`config.mk`:
```
export PLATFORM = sky130hd
export DESIGN_NAME = md_hilo_ctrl
export DESIGN_NICKNAME = d
export VERILOG_FILES = /design/src/rtl/md_hilo_ctrl.sv
export SDC_FILE = /design/constraint.sdc
export NUM_CORES = 2
export LEC_CHECK = 0
export ABC_CLOCK_PERIOD_IN_PS = 24300
export CAP_MARGIN = 15
export CELL_PAD_IN_SITES_DETAIL_PLACEMENT = 1
export CELL_PAD_IN_SITES_GLOBAL_PLACEMENT = 1
export CORE_AREA = 2 2 333 302
export DETAILED_ROUTE_END_ITERATION = 6
export DIE_AREA = 0 0 335 304
export GPL_TIMING_DRIVEN = 0
export PLACE_DENSITY = 0.85
export SETUP_SLACK_MARGIN = 0.2
export SYNTH_ARGS = -nofsm -noshare
export SYNTH_HDL_FRONTEND = slang
export SYNTH_SLANG_ARGS = --single-unit
```
`constraint.sdc`:
```
create_clock -name clk -period 24.3 [get_ports clk]
set_input_delay 4.86 -clock clk [delete_from_list [all_inputs] [get_ports clk]]
set_output_delay 4.86 -clock clk [all_outputs]
set_load 0.05 [all_outputs]
```
`src/rtl/md_hilo_ctrl.sv`:
```
// rtl/md_hilo_ctrl.sv - multi-cycle multiply/divide sequencer owning the HI/LO register pair
//
// Parameters:
//   MUL_LAT   busy cycles for MULT/MULTU (1..4)
// Ports:
//   clk       rising-edge clock
//   rst       synchronous active-high reset
//   start     EX issue strobe, sampled only in IDLE
//   op        000 MULT, 001 MULTU, 010 DIV, 011 DIVU, 100 MTHI, 101 MTLO, 11x ignored
//   A, B      forwarded rs / rt operands
//   flush     cancels any in-flight op (and any same-cycle issue)
//   rd_hi     selects HI (1) or LO (0) onto RHLOut
//   busy      registered, high while an op is in flight
//   done      one-cycle pulse after a MULT/DIV commit
//   RHLOut    combinational HI/LO read value
// Configuration macro:
//   MD_DIV_EARLY_EN  divides with |A| < |B| or B == 0 skip the iteration phase
module md_hilo_ctrl #(
    parameter int MUL_LAT = 2
) (
    input  logic        clk,
    input  logic        rst,
    input  logic        start,
    input  logic [2:0]  op,
    input  logic [31:0] A,
    input  logic [31:0] B,
    input  logic        flush,
    input  logic        rd_hi,
    output logic        busy,
    output logic        done,
    output logic [31:0] RHLOut
);

    typedef enum logic [1:0] {S_IDLE, S_MUL, S_DIV, S_FIX} state_t;

    state_t      state;
    logic [31:0] hi, lo;
    logic [5:0]  cnt;
    logic [63:0] prod;
    logic [31:0] quo, rem, dvs, a_raw;
    logic        neg_q, neg_r, div0, early_r;

    // Operand conditioning for the issuing op.
    logic        is_signed, a_neg, b_neg, early_c;
    logic [31:0] a_mag, b_mag;
    logic [63:0] a_w, b_w, prod_c;

    assign is_signed = ~op[0];
    assign a_neg     = is_signed & A[31];
    assign b_neg     = is_signed & B[31];
    assign a_mag     = a_neg ? -A : A;
    assign b_mag     = b_neg ? -B : B;

    // 33-bit sign/zero extension; the low 64 bits of a 64x64 product are exact.
    assign a_w    = {{32{a_neg}}, A};
    assign b_w    = {{32{b_neg}}, B};
    assign prod_c = a_w * b_w;

`ifdef MD_DIV_EARLY_EN
    assign early_c = (B == 32'd0) || (a_mag < b_mag);
`else
    assign early_c = 1'b0;
`endif

    // One restoring-division step: shift the next dividend bit into the partial remainder.
    logic [32:0] tmp;
    logic        ge;
    logic [31:0] rem_next;

    assign tmp      = {rem, quo[31]};
    assign ge       = (tmp >= {1'b0, dvs});
    assign rem_next = ge ? (tmp[31:0] - dvs) : tmp[31:0];

    assign RHLOut = rd_hi ? hi : lo;

    always_ff @(posedge clk) begin
        if (rst) begin
            state   <= S_IDLE;
            hi      <= 32'd0;
            lo      <= 32'd0;
            busy    <= 1'b0;
            done    <= 1'b0;
            cnt     <= 6'd0;
            prod    <= 64'd0;
            quo     <= 32'd0;
            rem     <= 32'd0;
            dvs     <= 32'd0;
            a_raw   <= 32'd0;
            neg_q   <= 1'b0;
            neg_r   <= 1'b0;
            div0    <= 1'b0;
            early_r <= 1'b0;
        end else if (flush) begin
            state <= S_IDLE;
            busy  <= 1'b0;
            done  <= 1'b0;
            cnt   <= 6'd0;
        end else begin
            done <= 1'b0;
            case (state)
                S_IDLE: begin
                    if (start) begin
                        case (op)
                            3'b000, 3'b001: begin
                                prod  <= prod_c;
                                cnt   <= 6'd0;
                                busy  <= 1'b1;
                                state <= S_MUL;
                            end
                            3'b010, 3'b011: begin
                                // Early path preloads the final quotient/remainder magnitudes.
                                quo     <= early_c ? 32'd0 : a_mag;
                                rem     <= early_c ? a_mag : 32'd0;
                                dvs     <= b_mag;
                                a_raw   <= A;
                                neg_q   <= a_neg ^ b_neg;
                                neg_r   <= a_neg;
                                div0    <= (B == 32'd0);
                                early_r <= early_c;
                                cnt     <= 6'd0;
                                busy    <= 1'b1;
                                state   <= S_DIV;
                            end
                            3'b100: hi <= A;
                            3'b101: lo <= A;
                            default: ;
                        endcase
                    end
                end
                S_MUL: begin
                    if (cnt == 6'(MUL_LAT - 1)) begin
                        hi    <= prod[63:32];
                        lo    <= prod[31:0];
                        busy  <= 1'b0;
                        done  <= 1'b1;
                        cnt   <= 6'd0;
                        state <= S_IDLE;
                    end else begin
                        cnt <= cnt + 6'd1;
                    end
                end
                S_DIV: begin
                    if (early_r) begin
                        state <= S_FIX;
                    end else begin
                        rem <= rem_next;
                        quo <= {quo[30:0], ge};
                        if (cnt == 6'd31) begin
                            cnt   <= 6'd0;
                            state <= S_FIX;
                        end else begin
                            cnt <= cnt + 6'd1;
                        end
                    end
                end
                S_FIX: begin
                    if (div0) begin
                        lo <= 32'hFFFF_FFFF;
                        hi <= a_raw;
                    end else begin
                        lo <= neg_q ? -quo : quo;
                        hi <= neg_r ? -rem : rem;
                    end
                    busy  <= 1'b0;
                    done  <= 1'b1;
                    state <= S_IDLE;
                end
                default: state <= S_IDLE;
            endcase
        end
    end

endmodule

```
==> results.sh <==
export IMPL_status="finished, violations left"
export IMPL_violations="capacitance limit, slew limit"
export IMPL_synthAdderAreaFrac=0.477
export IMPL_worst_pin_slew_ns=1.51
export IMPL_dp_hpwl_um=202000
export IMPL_dpl_instance_area_um2=56500
export IMPL_final_util=0.582
export IMPL_yosysSeqAreaShare=0.100
export IMPL_design_area_um2=57600
export IMPL_drcViolationCount=0
export IMPL_syn_area_um2=53900
export IMPL_syn_area_per_cell_um2=8.54
export IMPL_final_max_slew_viol_count=11
export IMPL_critPathMaxFanout=12
export IMPL_initial_core_util=0.545
export IMPL_timing_final_hold_violations=0
export IMPL_finalSetupTns_ns=0
export IMPL_cts_root_buf="clkbuf_16"
export IMPL_grt_overflow_total=0
export IMPL_cts_buffers_inserted=25
export IMPL_insertion_delay_ns=0.59
export IMPL_die_area_um2=102000
export IMPL_synth_largest_area_cell="fa_1"
export IMPL_async_flop_share=0
export IMPL_fmax_mhz=61.2
export IMPL_netlist_instances=6308
export IMPL_crit_type="in -> reg"
export IMPL_rsz0062_at_grt="false"
export IMPL_io_buffers=76
export IMPL_grt_max_degree=25
export IMPL_antenna_found_initial=39
export IMPL_synth_top_family_by_area="adder cells"
export IMPL_fin_crit_ns=16.35
export IMPL_hold_buffers=0
export IMPL_finalSetupViolCount=0
export IMPL_synthFlopType="dfxtp_1"
export IMPL_fp_dieH_um=304
export IMPL_first_global_vias=53200
export IMPL_syn_to_final_growth_pct=6.83
export IMPL_finalCritPeriodShare=0.673
export IMPL_yosys_area_share_xor_xnor=0.0330
export IMPL_routed_wl_um=247000
export IMPL_io_pin_count=106
export IMPL_multi_input_area_um2=42500
export IMPL_fin_skew_ns=0.0278
export IMPL_worst_ep_required_time_ns=24.81
export IMPL_drt_vias_per_instance=6.43
export IMPL_fillCellCount=11900
export IMPL_muxShareOfSynthArea=0.0104
export IMPL_cap_violations=1
export IMPL_grt_use_total=0.488
export IMPL_worstSetupStartpointType="primary input"
export IMPL_gp_congestion=1.06
export IMPL_post_cts_buffers=0
export IMPL_relSlewSlack=-0.00757
export IMPL_critPathMostFrequentCell="fa_1"
export IMPL_hold_path_class="reg -> reg"
export IMPL_synth_simple_gate_area_frac=0.164
export IMPL_synth_edf_count=0
export IMPL_cp_data_arrival_time_ns=16.86
export IMPL_yosys_register_bits=269
export IMPL_drtPass1Iterations=7
export IMPL_finalNetCount=7888
export IMPL_rows=110
export IMPL_clock_path_buffers=3
export IMPL_die_x_um=335
export IMPL_yosysWarnings=0
export IMPL_synth_cell_type_count=78
export IMPL_grt_pass1_wl_um=357000
export IMPL_drive_gt1_frac=0.0222
export IMPL_wl_per_cell_um=31.8
export IMPL_seq_area_um2=5390
export IMPL_worst_path_largest_cell_delay_ns=1.19
export IMPL_htreeDepth=1
export IMPL_cp_slowest_cell="fa_1"
export IMPL_synth_compound_area_frac=0.103
export IMPL_numClockSinks=269
export IMPL_ant_nets=0
export IMPL_worstSetupEndpointType="flop"
export IMPL_vias=49900
export IMPL_syn_nets=7760
export IMPL_path_clk_slew_ns=0.07
export IMPL_cts_resized_gates=0
export IMPL_cts_tree="built"
export IMPL_coreArea_um2=98800
export IMPL_yosysTopAreaCellShare=0.418
export IMPL_drt_iter0_markers=6105
export IMPL_ys_top_cells_by_area="fa_1 42%, dfxtp_1 10%, inv_1 8.1%, nand2_1 7.5%, ha_1 5.9%"
[worst paths after layout]
| kind | start | endpoint | slack [ns] | cells past startpoint |
|---|---|---|---|---|
| max | A[31] | prod[57] | 7.95 | 31 |
| min | a_raw[27] | a_raw[27] | 0.46 | 2 |
| max reg2reg | state[0] | rem[21] | 20.13 | 10 |
| min reg2reg | a_raw[27] | a_raw[27] | 0.46 | 2 |
[layout make-up]
class                           count  area share
Antenna cell                       19    0.000826
Buffer                            434      0.0287
Clock buffer                       31      0.0120
Clock inverter                     14     0.00289
Inverter                         1168      0.0762
Multi-Input combinational cell   4437       0.738
Sequential cell                   269      0.0936
Tap cell                         1288      0.0280
Timing Repair Buffer              101      0.0198
[worst max-delay path: cells and delay by family]
| kind | cells | cell delay (ns) |
|---|---|---|
| XOR/XNOR | 1 | 0.36 |
| adder cells (fa/ha/maj) | 9 | 5.46 |
| buffers and inverters | 11 | 3.97 |
| AND/OR/NAND/NOR | 7 | 1.50 |
| AO/OA/AOI/OAI | 3 | 0.67 |
[kinds of logic (layout without fill, tap and decap cells)]
kind of cell             after synthesis  in the layout
other                                  0             19
AND/OR/NAND/NOR                     1918           1918
XOR/XNOR                             203            203
AO/OA/AOI/OAI                        884            884
adder cells (fa/ha/maj)             1380           1380
buffers and inverters               1602           1748
flip-flops                           269            269
multiplexers                          52             52
[stage by stage]
stage	worst slack (ns)	cells	hold slack, ns
floorplan	10.99	6308	0.432
global placement	7.58	7672	0.442
detailed placement	7.36	7688	0.449
CTS	7.89	7733	0.458
global route	7.80	7745	0.481
finish	7.95	7761	0.461
[routing by layer]
| layer | GRT usage | vias up | share of wire |
|---|---|---|---|
| li1 | - | 19600 | - |
| met4 | 0.319 | 18 | 0.081 |
| met1 | 0.642 | 25600 | 0.37 |
| met2 | 0.695 | 3672 | 0.41 |
| met3 | 0.152 | 1012 | 0.14 |
| met5 | 0 | - | 0.00047 |
[Yosys cell counts (13+ instances only)]
cell type and n:
o211ai_1 15, xnor2_1 133, nor3_1 44, nand3_1 50
a32oi_1 16, nand2b_1 20, or3_1 18, a21oi_1 229
dfxtp_1 269, buf_1 76, nor2_1 192, fa_1 1126
xor2_1 70, nor4_1 17, mux2_2 32, or4_1 14
o21a_1 13, and2_1 392, ha_1 254, o31ai_1 25
o21bai_1 15, a21o_1 54, o21ai_0 240, nand2_1 1073
nand4_1 21, a31oi_1 54, o41ai_1 15, and3_1 26
a211oi_1 49, a311oi_1 32, inv_1 1168, clkbuf_1 352
a22oi_1 63, mux2i_1 20
[flip-flops by register name, indices dropped and copies added (netlist names), 2 cells and up]
name   count
dvs       32
hi        32
cnt        6
a_raw     32
rem       32
quo       32
lo        32
prod      64
state      2
[placed cells by master, fill, tap and decap left out, drive strengths merged, types with 45 or more instances in the layout]
| cell | instances |
|---|---|
| nor2 | 193 |
| nor3 | 45 |
| a211oi | 52 |
| clkbuf | 383 |
| o21ai | 244 |
| fa | 1126 |
| a31oi | 54 |
| nand2 | 1075 |
| ha | 254 |
| a21oi | 229 |
| buf | 107 |
| nand3 | 50 |
| xnor2 | 133 |
| a22oi | 63 |
| xor2 | 70 |
| clkdlybuf4s50 | 76 |
| a21o | 54 |
| inv | 1168 |
| dfxtp | 269 |
| and2 | 393 |
Power is left out: the tool's default activity adds up to more than one toggle a clock period on the data nets, which glitch-free logic cannot reach.
